[src/rtl/dmem_master.sv]
`default_nettype none
// ============================================================================
//  Module      : dmem_master
//  Description : Memory-stage initiator for a word-addressed single-port data
//                RAM. Handles MIPS LB/LBU/LH/LHU/LW/SB/SH/SW. Sub-word stores
//                use a two-cycle read-modify-write because the RAM has no byte
//                enables.
//  Options     : DMEM_MISALIGN_TRAP_EN - when defined, misaligned accesses are
//                trapped (misalign pulse, no RAM access). When undefined, the
//                offending low address bits are forced to zero.
//  Revision    : 1.0 - initial release
// ============================================================================
module dmem_master #(
    parameter int RAM_AW  = 17,
    parameter bit BIG_END = 1'b1
) (
    input  logic              clk,
    input  logic              rst,
    input  logic              req,
    input  logic [2:0]        mem_op,
    input  logic [31:0]       addr,
    input  logic [31:0]       wdata,
    output logic [31:0]       rdata,
    output logic              done,
    output logic              stall_req,
    output logic              misalign,
    output logic              ram_ce,
    output logic              ram_we,
    output logic [RAM_AW-1:0] ram_addr,
    output logic [31:0]       ram_wdata,
    input  logic [31:0]       ram_rdata
);

    localparam logic [0:0] ST_IDLE   = 1'b0;
    localparam logic [0:0] ST_RMW_WR = 1'b1;

    localparam logic [2:0] OP_LB  = 3'd0;
    localparam logic [2:0] OP_LBU = 3'd1;
    localparam logic [2:0] OP_LH  = 3'd2;
    localparam logic [2:0] OP_LHU = 3'd3;
    localparam logic [2:0] OP_LW  = 3'd4;
    localparam logic [2:0] OP_SB  = 3'd5;
    localparam logic [2:0] OP_SH  = 3'd6;
    localparam logic [2:0] OP_SW  = 3'd7;

    logic [0:0]        state_q, state_d;
    logic [31:0]       merge_q, merge_d;
    logic [RAM_AW-1:0] waddr_q, waddr_d;

    logic        is_byte, is_half, is_word, is_sub_store, trap;
    logic [1:0]  off;
    logic [4:0]  shamt;
    logic [31:0] lane, load_data, lane_mask, ins_data, merged;
    logic        addr_unused;

    // Upper address bits are deliberately ignored: accesses wrap modulo RAM size.
    assign addr_unused = &{1'b0, addr[31:RAM_AW+2]};

    assign is_byte      = (mem_op == OP_LB) || (mem_op == OP_LBU) || (mem_op == OP_SB);
    assign is_half      = (mem_op == OP_LH) || (mem_op == OP_LHU) || (mem_op == OP_SH);
    assign is_word      = (mem_op == OP_LW) || (mem_op == OP_SW);
    assign is_sub_store = (mem_op == OP_SB) || (mem_op == OP_SH);

`ifdef DMEM_MISALIGN_TRAP_EN
    assign trap = (is_half && addr[0]) || (is_word && (addr[1:0] != 2'b00));
`else
    assign trap = 1'b0;
`endif

    // Lane offset with misaligned low bits forced to zero, then the bit shift
    // that moves the addressed lane down to bit 0 for the selected endianness.
    always_comb begin
        off = is_byte ? addr[1:0] : (is_half ? {addr[1], 1'b0} : 2'b00);
        if (BIG_END) begin
            shamt = is_byte ? {~off, 3'b000} : (is_half ? {~off[1], 4'b0000} : 5'd0);
        end else begin
            shamt = is_byte ? {off, 3'b000} : (is_half ? {off[1], 4'b0000} : 5'd0);
        end
    end

    // Load extraction / extension and store-lane merge
    always_comb begin
        lane = ram_rdata >> shamt;
        case (mem_op)
            OP_LB:   load_data = {{24{lane[7]}}, lane[7:0]};
            OP_LBU:  load_data = {24'h0, lane[7:0]};
            OP_LH:   load_data = {{16{lane[15]}}, lane[15:0]};
            OP_LHU:  load_data = {16'h0, lane[15:0]};
            default: load_data = ram_rdata;
        endcase
        lane_mask = (is_byte ? 32'h0000_00FF : 32'h0000_FFFF) << shamt;
        ins_data  = (wdata & (is_byte ? 32'h0000_00FF : 32'h0000_FFFF)) << shamt;
        merged    = (ram_rdata & ~lane_mask) | ins_data;
    end

    // State register
    always_ff @(posedge clk or posedge rst) begin
        if (rst) begin
            state_q <= ST_IDLE;
        end else begin
            state_q <= state_d;
        end
    end

    // Next-state logic: only an aligned sub-word store enters the write cycle
    always_comb begin
        state_d = ST_IDLE;
        if (state_q == ST_IDLE && req && is_sub_store && !trap) begin
            state_d = ST_RMW_WR;
        end
    end

    // Capture merged word and word index during the read cycle of a RMW
    always_comb begin
        merge_d = merge_q;
        waddr_d = waddr_q;
        if (state_q == ST_IDLE && state_d == ST_RMW_WR) begin
            merge_d = merged;
            waddr_d = addr[RAM_AW+1:2];
        end
    end

    // RMW data registers
    always_ff @(posedge clk or posedge rst) begin
        if (rst) begin
            merge_q <= 32'h0;
            waddr_q <= '0;
        end else begin
            merge_q <= merge_d;
            waddr_q <= waddr_d;
        end
    end

    // Output logic; everything is forced low while rst is asserted
    always_comb begin
        rdata     = 32'h0;
        done      = 1'b0;
        stall_req = 1'b0;
        misalign  = 1'b0;
        ram_ce    = 1'b0;
        ram_we    = 1'b0;
        ram_addr  = '0;
        ram_wdata = 32'h0;
        if (!rst) begin
            if (state_q == ST_RMW_WR) begin
                ram_ce    = 1'b1;
                ram_we    = 1'b1;
                ram_addr  = waddr_q;
                ram_wdata = merge_q;
                done      = 1'b1;
            end else if (req) begin
                if (trap) begin
                    misalign = 1'b1;
                    done     = 1'b1;
                end else begin
                    ram_ce   = 1'b1;
                    ram_addr = addr[RAM_AW+1:2];
                    if (mem_op == OP_SW) begin
                        ram_we    = 1'b1;
                        ram_wdata = wdata;
                        done      = 1'b1;
                    end else if (is_sub_store) begin
                        stall_req = 1'b1;
                    end else begin
                        rdata = load_data;
                        done  = 1'b1;
                    end
                end
            end
        end
    end

endmodule
`default_nettype wire

[config.mk]
export PLATFORM = sky130hd
export DESIGN_NAME = dmem_master
export DESIGN_NICKNAME = d
export VERILOG_FILES = /design/src/rtl/dmem_master.sv
export SDC_FILE = /design/constraint.sdc
export NUM_CORES = 1
export LEC_CHECK = 0
export ABC_AREA = 0
export CAP_MARGIN = 30
export CORE_MARGIN = 5
export CORE_UTILIZATION = 38
export CTS_BUF_LIST = sky130_fd_sc_hd__clkbuf_8
export DETAILED_ROUTE_END_ITERATION = 10
export PLACE_DENSITY = 0.75
export SYNTH_ARGS = -nofsm -noshare
export SYNTH_HDL_FRONTEND = slang
export SYNTH_SLANG_ARGS = --single-unit
[constraint.sdc]
create_clock -name clk -period 1.9 [get_ports clk]
set_input_delay 0.285 -clock clk [delete_from_list [all_inputs] [get_ports clk]]
set_output_delay 0.285 -clock clk [all_outputs]
set_load 0.02 [all_outputs]
Word level (Yosys, flattened, before mapping) --
Index checks and enable logic that the tools add are counted.
Word-level totals: input port bits 102, bits in latches 0, bits in registers 50, memory bits (writable) 0, memory bits (read-only) 0, memories 0, word-level logic and storage cells 64
Cells by class: divide/modulo/power cells 0, multipliers 0, reduce and logical (&&, ||, !) cells 9, eq/ne operators 6, $add $sub $neg 0, bitwise operators 7, multiplexer cells 36, shift-type cells 3, magnitude comparators 0
Operator list (number):
- 2-to-1 mux 32 bit | 9
- one-hot mux 32 bit (4 select lines) | 1
- << shifter 32 x 5 -> 32 bit | 2
- 2-to-1 mux 17 bit | 3
- bitwise AND 32 x 16 -> 32 bit | 1
- bitwise AND 32 bit | 1
- NOT 32 bit | 1
- bitwise OR 32 bit | 1
- >> shifter 32 x 5 -> 16 bit | 1
- 2-to-1 mux 1 bit | 18
- 2-to-1 mux 16 bit | 1
- 2-to-1 mux 5 bit | 2
- == test 3 bit, second input constant | 3
- == test 3 x 2 -> 1 bit, second input constant | 2
- logical OR 1 bit | 5
- 2-to-1 mux 2 bit | 2
- == test 3 x 1 -> 1 bit, second input constant | 1
- logical AND 1 bit | 3
- zero test 3 bit | 1
- NOT 1 bit | 2
- NOT 2 bit | 1

Logic depth before layout (Yosys ltp) --
Gate-level depths: netlist of the first run.
word-level depth 15, mapped depth 8, gate-level depth less buffers 5

Least setup slack after synthesis of the first run --
OpenSTA, ideal clock, no wires.
path kind input-to-output, start point input mem_op[0], end point output rdata[20], stages 7, arrival 1785 ps, slack -170 ps, required time 1615 ps, path through buf_6 > xnor2_2 > and2_0 > clkbuf_1 > buf_2 > a21oi_1 > nor3b_1
Between the ends: longest elaborated chain between the ends 15
Ends and longest elaborated chain:
- start, declared | line 20 | input logic [2:0] mem_op,
- == test 3 x 2 -> 1 bit | line 60, 84
- logical OR 1 bit (2 in series) | line 60 | assign is_half = (mem_op == OP_LH) || (mem_op == OP_LHU) || (mem_op == OP_SH);
- 2-to-1 mux 2 bit (2 in series) | line 73 | off = is_byte ? addr[1:0] : (is_half ? {addr[1], 1'b0} : 2'b00);
- NOT 1 bit | line 75 | shamt = is_byte ? {~off, 3'b000} : (is_half ? {~off[1], 4'b0000} : 5'd0);
- 2-to-1 mux 5 bit (2 in series) | line 75
- >> shifter 32 x 5 -> 16 bit | line 83 | lane = ram_rdata >> shamt;
- one-hot mux 32 bit (4 select lines) | line 84 | case (mem_op)
- 2-to-1 mux 32 bit | line 162 | end else if (is_sub_store) begin
- 2-to-1 mux 32 bit * | line 158 | if (mem_op == OP_SW) begin
- 2-to-1 mux 32 bit * | line 151 | end else if (req) begin
- 2-to-1 mux 32 bit * | line 145 | if (state_q == ST_RMW_WR) begin
- 2-to-1 mux 32 bit * | line 144 | if (!rst) begin
- end, declared | line 23 | output logic [31:0] rdata,
Every way passes the cells marked *; elsewhere a longest branch is shown, timed or not.

Worst setup path in the final report of the first run --
start point register state_q, end point output ram_wdata[14]
Between the ends: longest elaborated chain between the ends 2
Ends and longest elaborated chain:
- start, declared | line 46 | logic [0:0] state_q, state_d;
- start signal, assigned | line 101 | state_q <= state_d;
- 2-to-1 mux 32 bit | line 145
- 2-to-1 mux 32 bit | line 144
- end, declared | line 30 | output logic [31:0] ram_wdata,
Every way passes these cells.

==> flow_metrics.py, run 1 <==
metrics = {
    "outcome": {
        "status": "complete, but fails checks",
        "violations": "setup timing",
    },
    "cts": {
        "cts_root_buffer": "clkbuf_8",
        "h-tree-depth": 2,
        "cts_buffer_depth": 2,
        "clkSinkCount": 50,
        "cts.clk_slew.worst_paths_ns": 0.11,
        "numCtsBuffers": 5,
        "clk_latency_ns": 0.31,
        "cts_tree": "done",
        "cts_hold_buf": 0,
    },
    "final_layout": {
        "nets": 817,
        "utilization": 0.697,
        "syn2layout_area_growth_pct": 82.1,
        "final_cell_mix": "132 x buf_4, 93 x nor2_1, 90 x a21oi_1",
        "final_common_cell": "buf_4",
        "final_area_sq_um": 7100,
        "drive_gt1_frac": 0.453,
    },
    "place": {
        "gp_congestion": 0.893,
        "hpwl_mm": 13.2,
        "place_area_sq_um": 6520,
        "port_buffers": 173,
    },
    "floorplanning": {
        "start_util": 0.383,
        "rows": 37,
        "core_area_sq_um": 10200,
        "fp.dieW_microns": 111,
        "pin_count": 188,
        "die_h_microns": 111,
        "dieArea_sq_um": 12400,
    },
    "detailed_routing": {
        "ant_nets": 0,
        "via_per_inst": 5.64,
        "avgRoutedWirePerCell_microns": 20.4,
        "num_vias": 4810,
        "dr.pass1.iters": 5,
        "drt_iter0_drc": 293,
        "drc": 0,
        "wirelength_mm": 17.4,
    },
    "worst_setup_path": {
        "crit_start": "state_q$_DFF_PP0_",
        "critPathMaxFanout": 6,
        "crit_arrival_ns": 1.92,
        "worstReg2RegStart": "state_q$_DFF_PP0_",
        "start_kind": "register",
        "r2r_end": "merge_q[18]$_DFFE_PP0P_",
        "worstSetupPathType": "reg -> out",
        "r2r_slack_ns": 0.28,
        "critPathCaptureType": "output pin",
        "worstSetupEndpoint": "ram_wdata[14]",
        "reg2reg_depth": 7,
        "cp.required_ns": 1.62,
    },
    "logic_synthesis": {
        "synth_edf_count": 0,
        "syn_nets": 563,
        "synthArstFlopShare": 1.00,
        "synth_cell_types": 43,
        "yosys_register_bits": 50,
        "synth-seq-area-share": 0.321,
        "avgSynthCellArea_sq_um": 8.46,
        "ys.flop_type": "dfrtp_1",
        "netlist_area_sq_um": 3900,
        "ys_warn_count": 0,
        "syn_inst": 461,
    },
    "grt": {
        "grt_max_degree": 41,
        "first_global_vias": 4977,
        "antenna_found_initial": 0,
        "grt_overflow": 0,
        "grt_usage": 0.260,
        "grt_pass1_wl_mm": 26.1,
    },
    "worst_hold_path": {
        "hold_path_class": "in -> async",
    },
    "timing": {
        "max_freq_mhz": 453,
        "rsz0062_at_grt": "true",
        "setup_viol": 73,
        "timing.final.ws_setup_ns": -0.307,
        "hold_violations": 0,
        "slew_viol_final": 0,
        "min_period_ns": 2.21,
        "skew_ns": 0.0146,
        "fin_crit_sh": 1.16,
    },
    "power_and_ir_drop": {
        "peakVddDrop_mv": 0.424,
        "powerDensity_nw_per_um2": 550,
        "p_leak_nw": 2.98,
    },
    "job": {
        "cap_violations": 0,
    },
}
Yosys cell counts, drive strengths merged (8+ instances only):
cell / count / share of area
nand3: 8 / 0.010
mux2i: 18 / 0.046
mux2: 17 / 0.049
a21oi: 93 / 0.13
nor3b: 16 / 0.044
dfrtp: 50 / 0.32
o21ai: 9 / 0.012
clkbuf: 21 / 0.021
nor2: 99 / 0.099
buf: 23 / 0.036
nand2: 14 / 0.015
a22o: 8 / 0.018
a22oi: 40 / 0.077
final cells by class:
cell class | instances | area (sq um)
sequential | 50 | 1250
multi-input combinational | 366 | 2850
timing repair buffer | 291 | 2730
fill | 827 | 3080
clock inverter | 3 | 21.3
tap | 136 | 170
clock buffer | 5 | 68.8
inverter | 1 | 7.51
antenna | 1 | 2.50
critical path, stage by stage, from the launching register on:
cell     delay, ns
dfrtp_2       0.44
buf_6         0.13
nor2b_4       0.14
buf_6         0.12
and2_4        0.23
buf_12        0.16
a22oi_2       0.06
nor2_1        0.16
buf_4         0.16
sequential cells by signal, indices dropped and copies added (netlist names):
| name | cells |
|---|---|
| merge_q | 32 |
| waddr_q | 17 |
| state_q | 1 |
kinds of logic after synthesis:
| kind of cell | Yosys count | share of synthesized area |
|---|---|---|
| AO/OA/AOI/OAI | 169 | 0.281 |
| buffers and inverters | 45 | 0.0578 |
| XOR/XNOR | 1 | 0.00417 |
| multiplexers | 42 | 0.136 |
| flip-flops | 50 | 0.321 |
| other | 1 | 0.000962 |
| AND/OR/NAND/NOR | 153 | 0.199 |
how the worst min path moves through the flow:
stage,to,slack (ns),cells past startpoint,start
6_report,merge_q[15]$_DFFE_PP0P_,0.39,4,rst
3_5_place_dp,waddr_q[1]$_DFFE_PP0P_,0.48,1,waddr_q[1]$_DFFE_PP0P_
4_1_cts,merge_q[15]$_DFFE_PP0P_,0.39,4,rst
2_1_floorplan,waddr_q[1]$_DFFE_PP0P_,0.42,1,addr[3]
5_1_grt,merge_q[15]$_DFFE_PP0P_,0.41,4,rst
3_3_place_gp,waddr_q[1]$_DFFE_PP0P_,0.47,1,waddr_q[1]$_DFFE_PP0P_
what timing repair did:
action	in CTS	in global routing
setup buffers	18	6
endpoints found under the setup margin	92	84
pin swaps	34	68
gates resized for setup	483	73
gates cloned	0	3
report_power, final:
part | internal [mW] | switching (mW)
logic | 0.880 | 0.825
clock network | 0.265 | 0.385
registers | 1.34 | 0.209
metal layers:
layer / wire (microns) / global-route usage / vias up
met5: 0 / 0 / -
li1: - / - / 2189
met3: 984 / 0.0426 / 42
met2: 8540 / 0.448 / 219
met1: 7360 / 0.330 / 2360
met4: 546 / 0.0852 / 0
through the flow:
stage	hold WS [ns]	power (mW)	std cells	setup TNS [ns]	setup WS, ns
floorplan	0.420	2.31	461	-0.506	-0.0930
global placement	0.472	3.03	823	-83.40	-1.07
detailed placement	0.482	3.08	823	-86.93	-1.19
CTS	0.386	3.78	847	-17.04	-0.381
global route	0.412	4.10	852	-19.92	-0.411
finish	0.391	3.90	853	-14.79	-0.307
Note: power is estimated with default switching activity, not from simulation.
==> inputs of run 2 (changes only) <==
Settings changed: HOLD_SLACK_MARGIN from default to 0.1, SLEW_MARGIN from default to 20.
==> results of run 2 <==
No change in the layout: final DEF, timing and power equal those of run 1.
==> inputs of run 3 (changes only) <==
Settings changed: CTS_BUF_LIST sky130_fd_sc_hd__clkbuf_8 to sky130_fd_sc_hd__clkbuf_16.
==> run 3 against run 2 <==
  * The flow still finishes with violations (setup timing)
  * Power increased by 4.7%
  * Clock-buffer cell count unchanged
  * Setup slack improved by 0.034 ns
  * Clock power increased by 40%
  * Critical path depth unchanged
  * Worst hold slack improved by 0.028 ns
  * Combinational power decreased by 3%
  * Via count increased by 1.6%
  * Utilization decreased by 0.29 points
  * Maximum frequency increased by 1.5%
  * Largest cell class is now buffers
  * Highest routed layer unchanged
==> flow_metrics.py, run 3 (synthesis results as in run 1) <==
metrics = {
    "outcome": {
        "status": "complete, but fails checks",
        "violations": "setup timing",
    },
    "cts": {
        "cts_root_buffer": "clkbuf_16",
        "cts.clk_slew.worst_paths_ns": 0.07,
        "cts_buffer_depth": 2,
        "h-tree-depth": 2,
        "clkSinkCount": 50,
        "cts_tree": "done",
        "clk_latency_ns": 0.29,
        "numCtsBuffers": 5,
    },
    "worst_setup_path": {
        "crit_arrival_ns": 1.89,
        "start_kind": "register",
        "worstSetupPathType": "reg -> out",
        "cp.required_ns": 1.62,
        "critPathMaxFanout": 6,
        "critPathCaptureType": "output pin",
    },
    "final_layout": {
        "drive_gt1_frac": 0.420,
        "largest_reg_flops": 32,
        "syn2layout_area_growth_pct": 81.4,
        "utilization": 0.694,
        "insertedDiodeCount": 0,
        "final_cell_mix": "141 x buf_4, 94 x nor2_1, 90 x a21oi_1",
        "final_common_cell": "buf_4",
        "final_area_sq_um": 7070,
        "top_regs": "merge_q (32), waddr_q (17), state_q (1)",
        "regMostFlops": "merge_q",
        "nets": 830,
        "n_fill_cell": 829,
    },
    "grt": {
        "antenna_found_initial": 0,
        "grt_overflow": 0,
        "grt_usage": 0.269,
        "grt_busiest_layer": "met2",
        "grt_max_degree": 41,
        "grt_pass1_wl_mm": 26.9,
        "grt_util_met1": 0.333,
        "met2_usage": 0.463,
        "use_met3": 0.0508,
        "first_global_vias": 5114,
    },
    "detailed_routing": {
        "via_per_inst": 5.65,
        "ant_nets": 0,
        "drc": 0,
        "num_vias": 4888,
        "dr.pass1.iters": 5,
        "wirelength_mm": 17.7,
        "drt_iter0_drc": 335,
        "avgRoutedWirePerCell_microns": 20.4,
    },
    "power_and_ir_drop": {
        "peakVddDrop_mv": 0.474,
        "power.total_mw": 4.09,
        "p_leak_nw": 3.08,
        "powerDensity_nw_per_um2": 578,
    },
    "place": {
        "port_buffers": 173,
        "hpwl_mm": 13.2,
        "gp_congestion": 0.893,
        "place_area_sq_um": 6520,
    },
    "timing": {
        "hold_violations": 0,
        "setup_viol": 64,
        "rsz0062_at_grt": "true",
        "max_freq_mhz": 460,
        "holdWs_ns": 0.419,
        "min_period_ns": 2.17,
        "tns_ns": -11.16,
        "fin_crit_sh": 1.14,
        "timing.final.ws_setup_ns": -0.274,
        "skew_ns": 0.00920,
        "slew_viol_final": 0,
    },
    "job": {
        "cap_violations": 0,
    },
    "floorplanning": {
        "pin_count": 188,
        "fp.dieW_microns": 111,
        "start_util": 0.383,
        "core_area_sq_um": 10200,
        "die_h_microns": 111,
        "dieArea_sq_um": 12400,
        "rows": 37,
    },
    "worst_hold_path": {
        "hold_path_class": "in -> async",
    },
}
## run 3: cell count changes in the layout (fill, tap and decap cells not counted), moves of 5 or more
cell | previous run | this run
buf_6 | 47 | 41
a22oi_1 | 2 | 35
clkbuf_8 | 5 | 0
buf_4 | 132 | 141
buf_2 | 6 | 14
a22oi_2 | 38 | 5
## run 3: critical path, cell delays in order (launching register included)
cell,delay (ns)
dfrtp_2,0.42
buf_4,0.15
nor2b_4,0.14
nand2_2,0.09
nor4_4,0.23
buf_6,0.18
buf_4,0.11
a22o_1,0.14
buf_6,0.13
## run 3: area by class of cell
cell class / count / area [sq um] / share of cell area
Inverter: 1 / 7.51 / 0.00106
Tap cell: 136 / 170 / 0.0241
Sequential cell: 50 / 1250 / 0.177
Multi-Input combinational cell: 366 / 2690 / 0.380
Clock buffer: 5 / 125 / 0.0177
Clock inverter: 3 / 21.3 / 0.00301
Timing Repair Buffer: 304 / 2810 / 0.397
## run 3: what timing repair did
item,in CTS,in global routing
setup endpoints to repair,108,76
pin swaps,32,32
gates resized for setup,474,40
buffers inserted,23,14
gates cloned,3,0
hold buffers,0,0
## run 3: power breakdown
part,internal (mW),total (mW),switching [mW]
clock network,0.494,0.910,0.416
logic,0.851,1.66,0.813
registers,1.34,1.51,0.174
## run 3: metrics by stage
stage,std cells,worst slack [ns]
after floorplan,461,-0.0930
after global placement,823,-1.07
after detailed placement,823,-1.19
after CTS,855,-0.343
after global routing,865,-0.376
final,865,-0.274
## run 3: metal layers
metal | up-vias | routed length [microns] | share of wire
li1 | 2207 | - | -
met1 | 2389 | 7120 | 0.40
met2 | 244 | 8710 | 0.49
met3 | 48 | 1220 | 0.069
met4 | 0 | 639 | 0.036
met5 | - | 0 | 0
## run 3: path summary, 6_finish.rpt
path	startpoint	to	slack (ns)	cells past startpoint
min in group clk	waddr_q[1]$_DFFE_PP0P_	waddr_q[1]$_DFFE_PP0P_	0.50	1
min reg2reg	waddr_q[1]$_DFFE_PP0P_	waddr_q[1]$_DFFE_PP0P_	0.50	1
max in group asynchronous	rst	merge_q[23]$_DFFE_PP0P_	0.98	5
min	rst	merge_q[15]$_DFFE_PP0P_	0.42	4
max reg2reg	state_q$_DFF_PP0_	merge_q[18]$_DFFE_PP0P_	0.22	8
max	state_q$_DFF_PP0_	rdata[3]	-0.27	8
